**src/rtl/rx_wr_arbiter.sv**
```systemverilog
// Four per-channel write FIFOs drained round-robin into one registered memory write port.
// Optional per-channel 16-bit drop counters are compiled in with RXARB_DROPCNT_EN.
module rx_wr_arbiter #(
  parameter int DW     = 12,
  parameter int AW     = 16,
  parameter int FDEPTH = 4
) (
  input  logic              Cclk,
  input  logic              rstn,
  input  logic [3:0]        WrEn,
  input  logic [4*AW-1:0]   WrAdd,
  input  logic [4*DW-1:0]   WrData,
  input  logic [3:0]        Out_Off_Link,
  input  logic              ClrOvf,
  output logic              MemWe,
  output logic [1:0]        MemCh,
  output logic [AW-1:0]     MemAdd,
  output logic [DW-1:0]     MemData,
  output logic [3:0]        Ovf,
  output logic [4*16-1:0]   DropCnt
);

  localparam int IW = $clog2(FDEPTH);
  localparam int PW = IW + 1;
  localparam int EW = AW + DW;

  logic [EW-1:0] fifoMem [4][FDEPTH];
  logic [PW-1:0] wrPtr   [4];
  logic [PW-1:0] rdPtr   [4];

  logic [3:0]    empty, full, cand, push, pop, drop;
  logic          grantVld;
  logic [1:0]    grantCh;
  logic [1:0]    last;
  logic [EW-1:0] head;

  // The extra pointer MSB tells full from empty when the index bits match.
  always_comb begin
    for (int i = 0; i < 4; i++) begin
      empty[i] = (wrPtr[i] == rdPtr[i]);
      full[i]  = (wrPtr[i][IW] != rdPtr[i][IW]) &&
                 (wrPtr[i][IW-1:0] == rdPtr[i][IW-1:0]);
      cand[i]  = !empty[i] && !Out_Off_Link[i];
    end
  end

  // Round-robin search starting just after the last granted channel.
  always_comb begin
    logic [1:0] idx;
    // NOTE: combinational outputs get a default before any branch so no latch is inferred.
    grantVld = 1'b0;
    grantCh  = last;
    idx      = '0;
    for (int k = 1; k <= 4; k++) begin
      idx = last + 2'(k);
      if (!grantVld && cand[idx]) begin
        grantVld = 1'b1;
        grantCh  = idx;
      end
    end
  end

  // A pop on a full FIFO frees the slot that the same-cycle push lands in.
  always_comb begin
    for (int i = 0; i < 4; i++) begin
      pop[i]  = grantVld && (grantCh == 2'(i));
      push[i] = WrEn[i] && !Out_Off_Link[i] && (!full[i] || pop[i]);
      drop[i] = WrEn[i] && !Out_Off_Link[i] && full[i] && !pop[i];
    end
  end

  assign head = fifoMem[grantCh][rdPtr[grantCh][IW-1:0]];

  always_ff @(posedge Cclk or negedge rstn) begin
    if (!rstn) begin
      for (int i = 0; i < 4; i++) begin
        wrPtr[i] <= '0;
        rdPtr[i] <= '0;
      end
    end else begin
      // NOTE: sequential state uses non-blocking assignments so every flop sees pre-edge values.
      for (int i = 0; i < 4; i++) begin
        if (push[i])
          wrPtr[i] <= wrPtr[i] + PW'(1);
        if (Out_Off_Link[i])
          rdPtr[i] <= wrPtr[i];
        else if (pop[i])
          rdPtr[i] <= rdPtr[i] + PW'(1);
      end
    end
  end

  // NOTE: FIFO storage has no reset; the pointers alone define which entries are valid.
  always_ff @(posedge Cclk) begin
    for (int i = 0; i < 4; i++) begin
      if (push[i])
        fifoMem[i][wrPtr[i][IW-1:0]] <= {WrAdd[AW*i +: AW], WrData[DW*i +: DW]};
    end
  end

  always_ff @(posedge Cclk or negedge rstn) begin
    if (!rstn) begin
      MemWe   <= 1'b0;
      MemCh   <= '0;
      MemAdd  <= '0;
      MemData <= '0;
      last    <= 2'd3;
    end else begin
      MemWe <= grantVld;
      if (grantVld) begin
        MemCh   <= grantCh;
        MemAdd  <= head[EW-1:DW];
        MemData <= head[DW-1:0];
        last    <= grantCh;
      end
    end
  end

  // A drop in the same cycle as a clear leaves the flag set.
  always_ff @(posedge Cclk or negedge rstn) begin
    if (!rstn) begin
      Ovf <= '0;
    end else begin
      for (int i = 0; i < 4; i++) begin
        if (drop[i])
          Ovf[i] <= 1'b1;
        else if (ClrOvf)
          Ovf[i] <= 1'b0;
      end
    end
  end

`ifdef RXARB_DROPCNT_EN
  logic [15:0] dropCnt [4];

  always_ff @(posedge Cclk or negedge rstn) begin
    if (!rstn) begin
      for (int i = 0; i < 4; i++)
        dropCnt[i] <= '0;
    end else begin
      for (int i = 0; i < 4; i++) begin
        if (drop[i]) begin
          if (ClrOvf)
            dropCnt[i] <= 16'd1;
          else if (dropCnt[i] != 16'hFFFF)
            dropCnt[i] <= dropCnt[i] + 16'd1;
        end else if (ClrOvf) begin
          dropCnt[i] <= '0;
        end
      end
    end
  end

  always_comb begin
    DropCnt = '0;
    for (int i = 0; i < 4; i++)
      DropCnt[16*i +: 16] = dropCnt[i];
  end
`else
  assign DropCnt = '0;
`endif

endmodule

```
**config.mk**
```make
export PLATFORM = sky130hd
export DESIGN_NAME = rx_wr_arbiter
export DESIGN_NICKNAME = d
export VERILOG_FILES = /design/src/rtl/rx_wr_arbiter.sv
export SDC_FILE = /design/constraint.sdc
export NUM_CORES = 1
export LEC_CHECK = 0
export CORE_UTILIZATION = 30
export CTS_CLUSTER_SIZE = 30
export DETAILED_ROUTE_END_ITERATION = 10
export GPL_ROUTABILITY_DRIVEN = 0
export SYNTH_ARGS = -nofsm -noshare
export SYNTH_HDL_FRONTEND = slang
export SYNTH_SLANG_ARGS = --single-unit
```
**constraint.sdc**
```tcl
create_clock -name Cclk -period 3.5 [get_ports Cclk]
set_input_delay 0.35 -clock Cclk [delete_from_list [all_inputs] [get_ports Cclk]]
set_output_delay 0.35 -clock Cclk [all_outputs]
set_load 0.1 [all_outputs]
```
After elaboration in Yosys (flattened, before gate mapping):

Memory sizes are Yosys's and may differ from the RTL's.
Cells that the tools add are included.
Widths: inputs -> output; s select.

* register bits after elaboration: 61
* memory bits (writable): 448
* input bits: 123
* logic and storage cells: 182
* memories: 1

* add/subtract/negate cells: 11
* magnitude comparators: 14
* equal/unequal tests: 15
* multiplexer cells: 51
* bitwise logic cells: 6
* reduce and logical (&&, ||, !) cells: 67

Memories
* fifoMem: depth 4, bits a word 112, rd ports 1, clocked after Yosys merged registers in 0, write ports 4, line 27 `logic [EW-1:0] fifoMem [4][FDEPTH];`

Operators with widths (number)
* $mux 112: 4
* $demux 28 s2: 4
* $mux 28: 6
* $bmux 28 s2: 1
* $logic_and 1x1->1: 35
* $add 3x1->3 const B: 8
* $mux 3: 8
* $logic_not 1->1: 19
* $ge 3x3->1 const B: 6
* $not 2->3: 6
* $mux 1: 17
* $reduce_bool 2->1: 8
* $eq 3x3->1: 4
* $lt 2x3->1 const B: 4
* $lt 3x1->1 const B: 4
* $mux 2: 6
* $bmux 1 s2: 4
* $eq 2x2->1: 4
* $bmux 3 s2: 1
* $add 2x2->2 const B: 2
* $eq 2x2->1 const B: 2
* $logic_or 1x1->1: 4
* $ne 1x1->1: 4
* $add 2x1->2 const B: 1
* other kinds (2): 2

Depth between registers and ports, before layout:

* depth after elaboration: 23
* mapped depth: 13
* gate-level depth less buffers: 9

Worst setup path after synthesis:

No wires, ideal clock.

* path type: register -> register
* start: reg rdPtr[9] in the netlist's numbering
* end: mem fifoMem[3][0] in the netlist's numbering, enable pin
* library setup time: 0.389 ns
* arrival time: 3.045 ns
* setup slack: 0.066 ns
* cell stages (with the launch flop): 10
* path buffers: 2
* period minus slack after synthesis: 3.434 ns
* cell sequence: dfrtp_1 > buf_2 > xor2_1 > o31a_2 > o22ai_1 > a211oi_2 > buf_2 > nor3_1 > o311a_1 > and2_1

RTL lines
* from (decl): line 29 `logic [PW-1:0] rdPtr [4];`
* from (signal, indexed assignment): line 86 `rdPtr[i] <= wrPtr[i];`
* from (signal, indexed assignment): line 88 `rdPtr[i] <= rdPtr[i] + PW'(1);`
* to (decl): line 27

Worst setup path after layout:

* start: reg wrPtr[0] in the netlist's numbering
* end: reg MemAdd[1]

* longest elaborated chain between the ends: 23

Ends and longest elaborated chain
* from (decl): line 28 `logic [PW-1:0] wrPtr [4];`
* from (signal, indexed assignment): line 84 `wrPtr[i] <= wrPtr[i] + PW'(1);`
* $eq 3x3->1 (*): line 40 `empty[i] = (wrPtr[i] == rdPtr[i]);`
* $logic_not 1->1 (*): line 43 `cand[i] = !empty[i] && !Out_Off_Link[i];`
* $logic_and 1x1->1 (*): line 43
* $bmux 1 s2: line 56 `if (!grantVld && cand[idx]) begin`
* $mux 1 (not written as such): line 56
* $mux 1: line 56
* $logic_not 1->1: line 56
* $logic_and 1x1->1: line 56
* [... 5 more ...]
* $logic_and 1x1->1: line 56
* $mux 2: line 56
* $not 2->3 (not written as such): line 72 `assign head = fifoMem[grantCh][rdPtr[grantCh][IW-1:0]];`
* $bmux 3 s2: line 72
* $mux 2 (not written as such) (2 in series): line 72
* $not 2->3 (not written as such): line 72
* $bmux 28 s2: line 72
* $mux 28 (not written as such) (2 in series): line 72
* to (signal assigned): line 112 `MemAdd <= head[EW-1:DW];`
* to (decl): line 17 `output logic [AW-1:0] MemAdd,`

Mark *: on every way between the ends. The rest lies on a longest branch, timed or not. The select of a mux whose other input is x is not followed.
A chain may end at the register's enable or synchronous reset.

==> results.py <==
metrics = {
    "setup_path": {
        "critPathMostFrequentCell": "a211oi_1",
        "cpPeakStageDelay_ns": 0.61,
        "critical_path_required_ns": 3.98,
        "reg2reg_from": "wrPtr[0]$_DFFE_PN0P_",
        "ff2ff_path_depth": 8,
        "worstPathCellList": "xnor2_1, a31oi_2, o211a_1, a211oi_1, a2111oi_4, nor2_4, nor4_1, a211oi_1",
        "crit_start": "wrPtr[0]$_DFFE_PN0P_",
        "start_kind": "register",
        "worstPathArrival_ns": 3.73,
        "crit_fanout": 14,
        "crit_end": "MemAdd[1]$_DFFE_PN0P_",
        "crit_path_end_kind": "register",
        "rrSetupSlack_ns": 0.24,
        "cp_slowest_cell": "nor2_4",
        "r2r_end": "MemAdd[1]$_DFFE_PN0P_",
        "criticalPathCategory": "reg2reg",
    },
    "detailed_routing": {
        "dr.pass1.iters": 5,
        "drtAntennaViolNets": 0,
        "wire_per_inst_um": 24.11,
        "vias": 12151,
        "drtIter0Drc": 947,
        "vias_per_cell": 4.931,
        "wirelength_mm": 59.40,
        "drc": 0,
    },
    "clock_network": {
        "cts_tree": "done",
        "clock_latency_ns": 0.60,
        "cts_inserted_buffers": 51,
        "cts.clk_slew.worst_paths_ns": 0.06,
        "cts.sinks": 509,
        "clockBufferDepth": 3,
        "cts_root_buffer": "clkbuf_16",
        "ctsHtreeMaxLevel": 2,
    },
    "grt": {
        "antenna_found_initial": 8,
        "grt_pass1_wl_mm": 84.94,
        "grt_pass1_vias": 12482,
        "globalRouteOverflowTotal": 0,
        "grt_max_degree": 62,
        "track_usage_pct": 16.59,
    },
    "status": {
        "status": "finished, final reports clean",
    },
    "run": {
        "cap_violations": 0,
    },
    "synthesis": {
        "synthArstFlopShare_pct": 11.98,
        "synth_top_area_share_pct": 64.37,
        "synth_flop_cell": "edfxtp_1",
        "synth_top_area_cell": "edfxtp_1",
        "yosys.area_share.adder_pct": 1.197,
        "ys_seq_elements": 509,
        "synth_edf_count": 448,
        "synth_compound_area_share_pct": 7.537,
        "ys_warn_count": 0,
        "synth_mux_area_share_pct": 9.992,
        "synth_area_leaders": "edfxtp_1, dfrtp_1, mux2i_1",
        "synth_top_family_by_area": "multiplexers",
        "synthXorXnorAreaFrac_pct": 1.173,
        "synth_simple_gate_area_share_pct": 4.095,
        "ys_seq_area_share_pct": 71.68,
        "syn_avg_cell_area_um2": 16.52,
        "post_synth_inst_count": 1265,
        "netlist_area_um2": 20900,
        "ys_types": 57,
    },
    "placed_design": {
        "io_buffers": 157,
        "numPlacedInstances": 2367,
        "dp_hpwl_mm": 38.83,
        "dpl_worst_slack_ns": -0.02242,
        "placed_cell_area_um2": 24090,
    },
    "sta": {
        "hold_slack_ns": 0.3660,
        "worst_pin_slew_ns": 1.113,
        "final_max_slew_viol_count": 0,
        "clock_skew_ns": 0.02150,
        "period_needed_ns": 3.257,
        "finalHoldViolCount": 0,
        "fin_crit_sh_pct": 93.06,
        "setup_slack_ns": 0.2429,
        "max_freq_mhz": 307.0,
        "rsz0062_at_grt": "no",
        "max-slew-margin-rel_pct": 25.59,
        "fin_tns_setup_ns": 0,
        "setup_viol": 0,
    },
    "final_layout": {
        "nets": 1635,
        "drive_gt1_share_pct": 17.17,
        "utilization_pct": 37.57,
        "final.fill_count": 6369,
        "fin_cells": 2464,
        "final_area_um2": 25810,
        "syn_to_final_growth_pct": 23.51,
    },
    "floorplan": {
        "start_util_pct": 30.42,
        "dieArea_um2": 70730,
        "rows": 96,
        "die_y_um": 265.9,
        "core_area_um2": 68710,
        "die_x_um": 265.9,
        "ioPinCount": 222,
    },
    "worst_hold_path": {
        "min-delay-path-class": "in2reg",
        "min-delay-start": "WrEn[3]",
    },
    "pwr": {
        "power_mw": 26.58,
        "leakage_nw": 8.954,
        "powerDensity_nw_per_um2": 1030,
        "irDropWorstVdd_v": 0.0009032,
    },
}
## cells in the mapped netlist, types with 20 or more instances
cell type  instances
clkbuf_1          24
nor2_1            34
buf_4             75
a31oi_1           29
nand3_1           38
o21ai_0           71
nor4_1            27
mux2_2            31
mux4_2            27
a22o_1            54
ha_1              20
buf_2             20
a211oi_1          30
dfrtp_1           59
nand2_1           35
edfxtp_1         448
mux2i_1          113
## sequential cells by signal (all words and copies together), names as in the netlist
register  count
last          2
wrPtr        12
rdPtr        12
fifoMem     448
MemCh         2
Ovf           4
MemData      12
MemAdd       16
MemWe         1
## how the worst min path moves through the flow
stage / end / slack (ns) / cells after the start
after floorplan: MemAdd[0]$_DFFE_PN0P_ / 0.05 / 0
after global placement: MemCh[1]$_DFFE_PN0P_ / 0.47 / 2
after detailed placement: MemCh[1]$_DFFE_PN0P_ / 0.48 / 2
after CTS: Ovf[3]$_DFFE_PN0P_ / 0.34 / 3
after global routing: fifoMem[3][36]$_DFFE_PP_ / 0.38 / 1
final: Ovf[3]$_DFFE_PN0P_ / 0.37 / 3
## cell type report
class	instances	area [µm²]	area share [%]
diodes	1	2.502	0.009694
clock buffers	67	1396	5.409
clock inverters	26	267.8	1.037
inverters	21	83.83	0.3248
multi-input cells	672	5368	20.79
flip-flops and latches	509	14980	58.04
well taps	931	1165	4.513
repair buffers	237	2547	9.869
## cell families after synthesis
logic type,Yosys count
flops,509
compound gates,222
mux,171
simple gates,166
buf+inv,148
xor+xnor,28
fa+ha+maj,20
other cells,1
## layer usage
metal | wire [µm] | up-vias | global-route usage [%] | share of wire (%)
met4 | 1207 | 14 | 4.272 | 2.0
li1 | - | 5279 | - | -
met2 | 29010 | 486 | 28.05 | 49
met5 | 88 | - | 0 | 0.15
met1 | 25110 | 6285 | 21.63 | 42
met3 | 3979 | 87 | 3.438 | 6.7
## placed cells by master, fill, tap and decap left out, types with 33 or more instances in the layout
master | Yosys | final
buf_4 | 75 | 50
edfxtp_1 | 448 | 448
conb_1 | 1 | 64
o21ai_0 | 71 | 71
nor2_1 | 34 | 33
dfrtp_1 | 59 | 58
nand2_1 | 35 | 35
a22o_1 | 54 | 54
nand3_1 | 38 | 38
clkbuf_16 | 0 | 51
clkdlybuf4s50_1 | 0 | 156
mux2i_1 | 113 | 113
## power by group
group | switching [mW] | internal, mW | leakage [nW]
logic | 8.12 | 4.80 | 3.36
registers | 0.516 | 7.71 | 4.78
clock network | 2.31 | 3.12 | 0.816
## repair_timing
item                                   4_1_cts  5_1_grt
hold buffers                                 1        0
setup endpoints to repair                    0       25
resized for setup                            0        4
buffers inserted                             0        1
endpoints found under the hold margin       59        0
## critical path, delay by kind of cell (launching register included)
kind,cells,cell delay (ns)
and+or+nand+nor,2,0.77
DFF,1,0.44
AOI/OAI and AO/OA,5,1.58
xor gates and xnor gates,1,0.36
Power figures use the tool's default switching activity.
==> RTL change, RTL diff (config.mk and constraints unchanged) <==
`DW`: 12 -> 6.
--- a/src/rtl/rx_wr_arbiter.sv
+++ b/src/rtl/rx_wr_arbiter.sv
@@ -2,5 +2,5 @@
 // Optional per-channel 16-bit drop counters are compiled in with RXARB_DROPCNT_EN.
 module rx_wr_arbiter #(
-  parameter int DW     = 12,
+  parameter int DW     = 6,
   parameter int AW     = 16,
   parameter int FDEPTH = 4
Ports: changed (resized MemData and WrData); port bits go from 222 to 192. No check against the original RTL was run, so the function may have changed too.
==> RTL change against the original RTL <==
- count of clock-buffer cells in the layout down 11
- clock skew down 0.0078 ns
- hold slack better by 0.079 ns
- wire length down 20%
- synthesized area down 18%
- design area down 18%
- power down 14%
- worst setup slack worse by 0.076 ns
- sequential cell count down 102
==> RTL change: results (changes against the original RTL) <==
critical_path:
  startpoint: "rdPtr[0]"
  critPathCapture: "fifoMem[0][14]"
  critPathArrivalTime_ns: 3.49  # -0.24 ns
  worst-r2r-setup-slack_ns: 0.17  # -0.08 ns
drt:
  vias: 10600  # -13%
  met2_length_um: 22700  # -22%
  iteration_0_drc_count_of_the_detailed_router: 918  # -3.1%
  post_drt_via_cell_ratio: 4.86  # -1.4%
  detail_route.first_pass.iterations: 5  # unchanged
  routedWlPerCell_um: 21.9  # -9.0%
  routed-wl-met3_um: 2360  # -41%
  met1Wirelength_um: 21500  # -14%
timing:
  timing.clock.skew_ns: 0.0137  # -0.00777 ns
  max-slew-margin-rel_pct: 29.5  # +3.9 points
  final.hold.worst_slack_ns: 0.445  # +0.0787 ns
synth:
  post_synth_inst_count: 1227  # -3.0%
  synth.area.mux_share_pct: 3.08  # -6.9 points
  ys_seq_area_share_pct: 69.3  # -2.4 points
  synth_compound_gate_area_share_pct: 8.82  # +1.3 points
  synth_xor_area_share_pct: 1.42  # +0.25 points
  synth_edf_count: 352  # -21%
  synthDistinctLibCells: 54  # -5.3%
  postSynth.asyncResetShare_pct: 13.5  # +1.5 points
  post_synth_most_frequent_cells: "sky130_fd_sc_hd__edfxtp_1, sky130_fd_sc_hd__a211oi_1, sky130_fd_sc_hd__nand2_1"
  synthTopCellsByArea: "sky130_fd_sc_hd__edfxtp_1, sky130_fd_sc_hd__dfrtp_1, sky130_fd_sc_hd__a211oi_1, sky130_fd_sc_hd__buf_4, sky130_fd_sc_hd__mux2i_1"
layout:
  diode_insertion_count_for_antenna_repair: 0  # -1
  fin_nets: 1502  # -8.1%
  share_of_post_route_cells_with_drive_strength_above_1_pct: 10.8  # -6.4 points
  largest_register_ffs: 352  # -21%
global_routing:
  initial_antenna_violation_count: 3  # -5
  global_route.usage.met1_pct: 21.8  # +0.12 points
  globalRouteMet2Util_pct: 26.5  # -1.5 points
  grt_max_degree: 82  # +32%
  via_count_of_the_first_global_routing_pass: 10400  # -16%
place:
  number_of_port_buffers: 127  # -19%
  dp_slack_ns: 0.0238  # +0.0462 ns
  place_inst: 2094  # -12%
  dp_hpwl_um: 30300  # -22%
  placement.cell_area_um2: 19600  # -19%
run_status:
  run_status: "finished clean"
power_and_ir_drop:
  cellLeakagePower_nw: 7.40  # -17%
  irDropWorstVdd_mv: 1.03  # +14%
hold_path:
  worst_hold_path_type: "input port to asynchronous set/reset pin"
clock_network:
  number_of_buffers_inserted_during_clock_tree_synthesis: 42  # -18%
  clkLatencyLatePin_ns: 0.55  # -0.05 ns
[RTL change: cell type report]
type	instances	area, µm²
Multi-Input combinational cell	725	4620
Sequential cell	407	11900
Tap cell	756	946
Clock inverter	21	313
Fill cell	5414	35600
Clock buffer	56	1150
Timing Repair Buffer	192	2010
Inverter	15	56.3
[RTL change: worst max-delay path, cell delays in order, from the launching register on]
cell and delay (ns):
sky130_fd_sc_hd__dfrtp_1 0.44, sky130_fd_sc_hd__xor2_1 0.22, sky130_fd_sc_hd__o31a_1 0.31, sky130_fd_sc_hd__and2_1 0.18, sky130_fd_sc_hd__o32ai_4 0.50, sky130_fd_sc_hd__nand3_1 0.17, sky130_fd_sc_hd__nand4b_1 0.16, sky130_fd_sc_hd__and2b_4 0.17
sky130_fd_sc_hd__and2_2 0.77
[RTL change: where the power goes]
part           leakage, nW  internal (W)  switching [W]
combinational         2.83       0.00376        0.00759
clock                0.720       0.00291        0.00185
sequential            3.85       0.00619       0.000450
total                 7.40        0.0129        0.00989
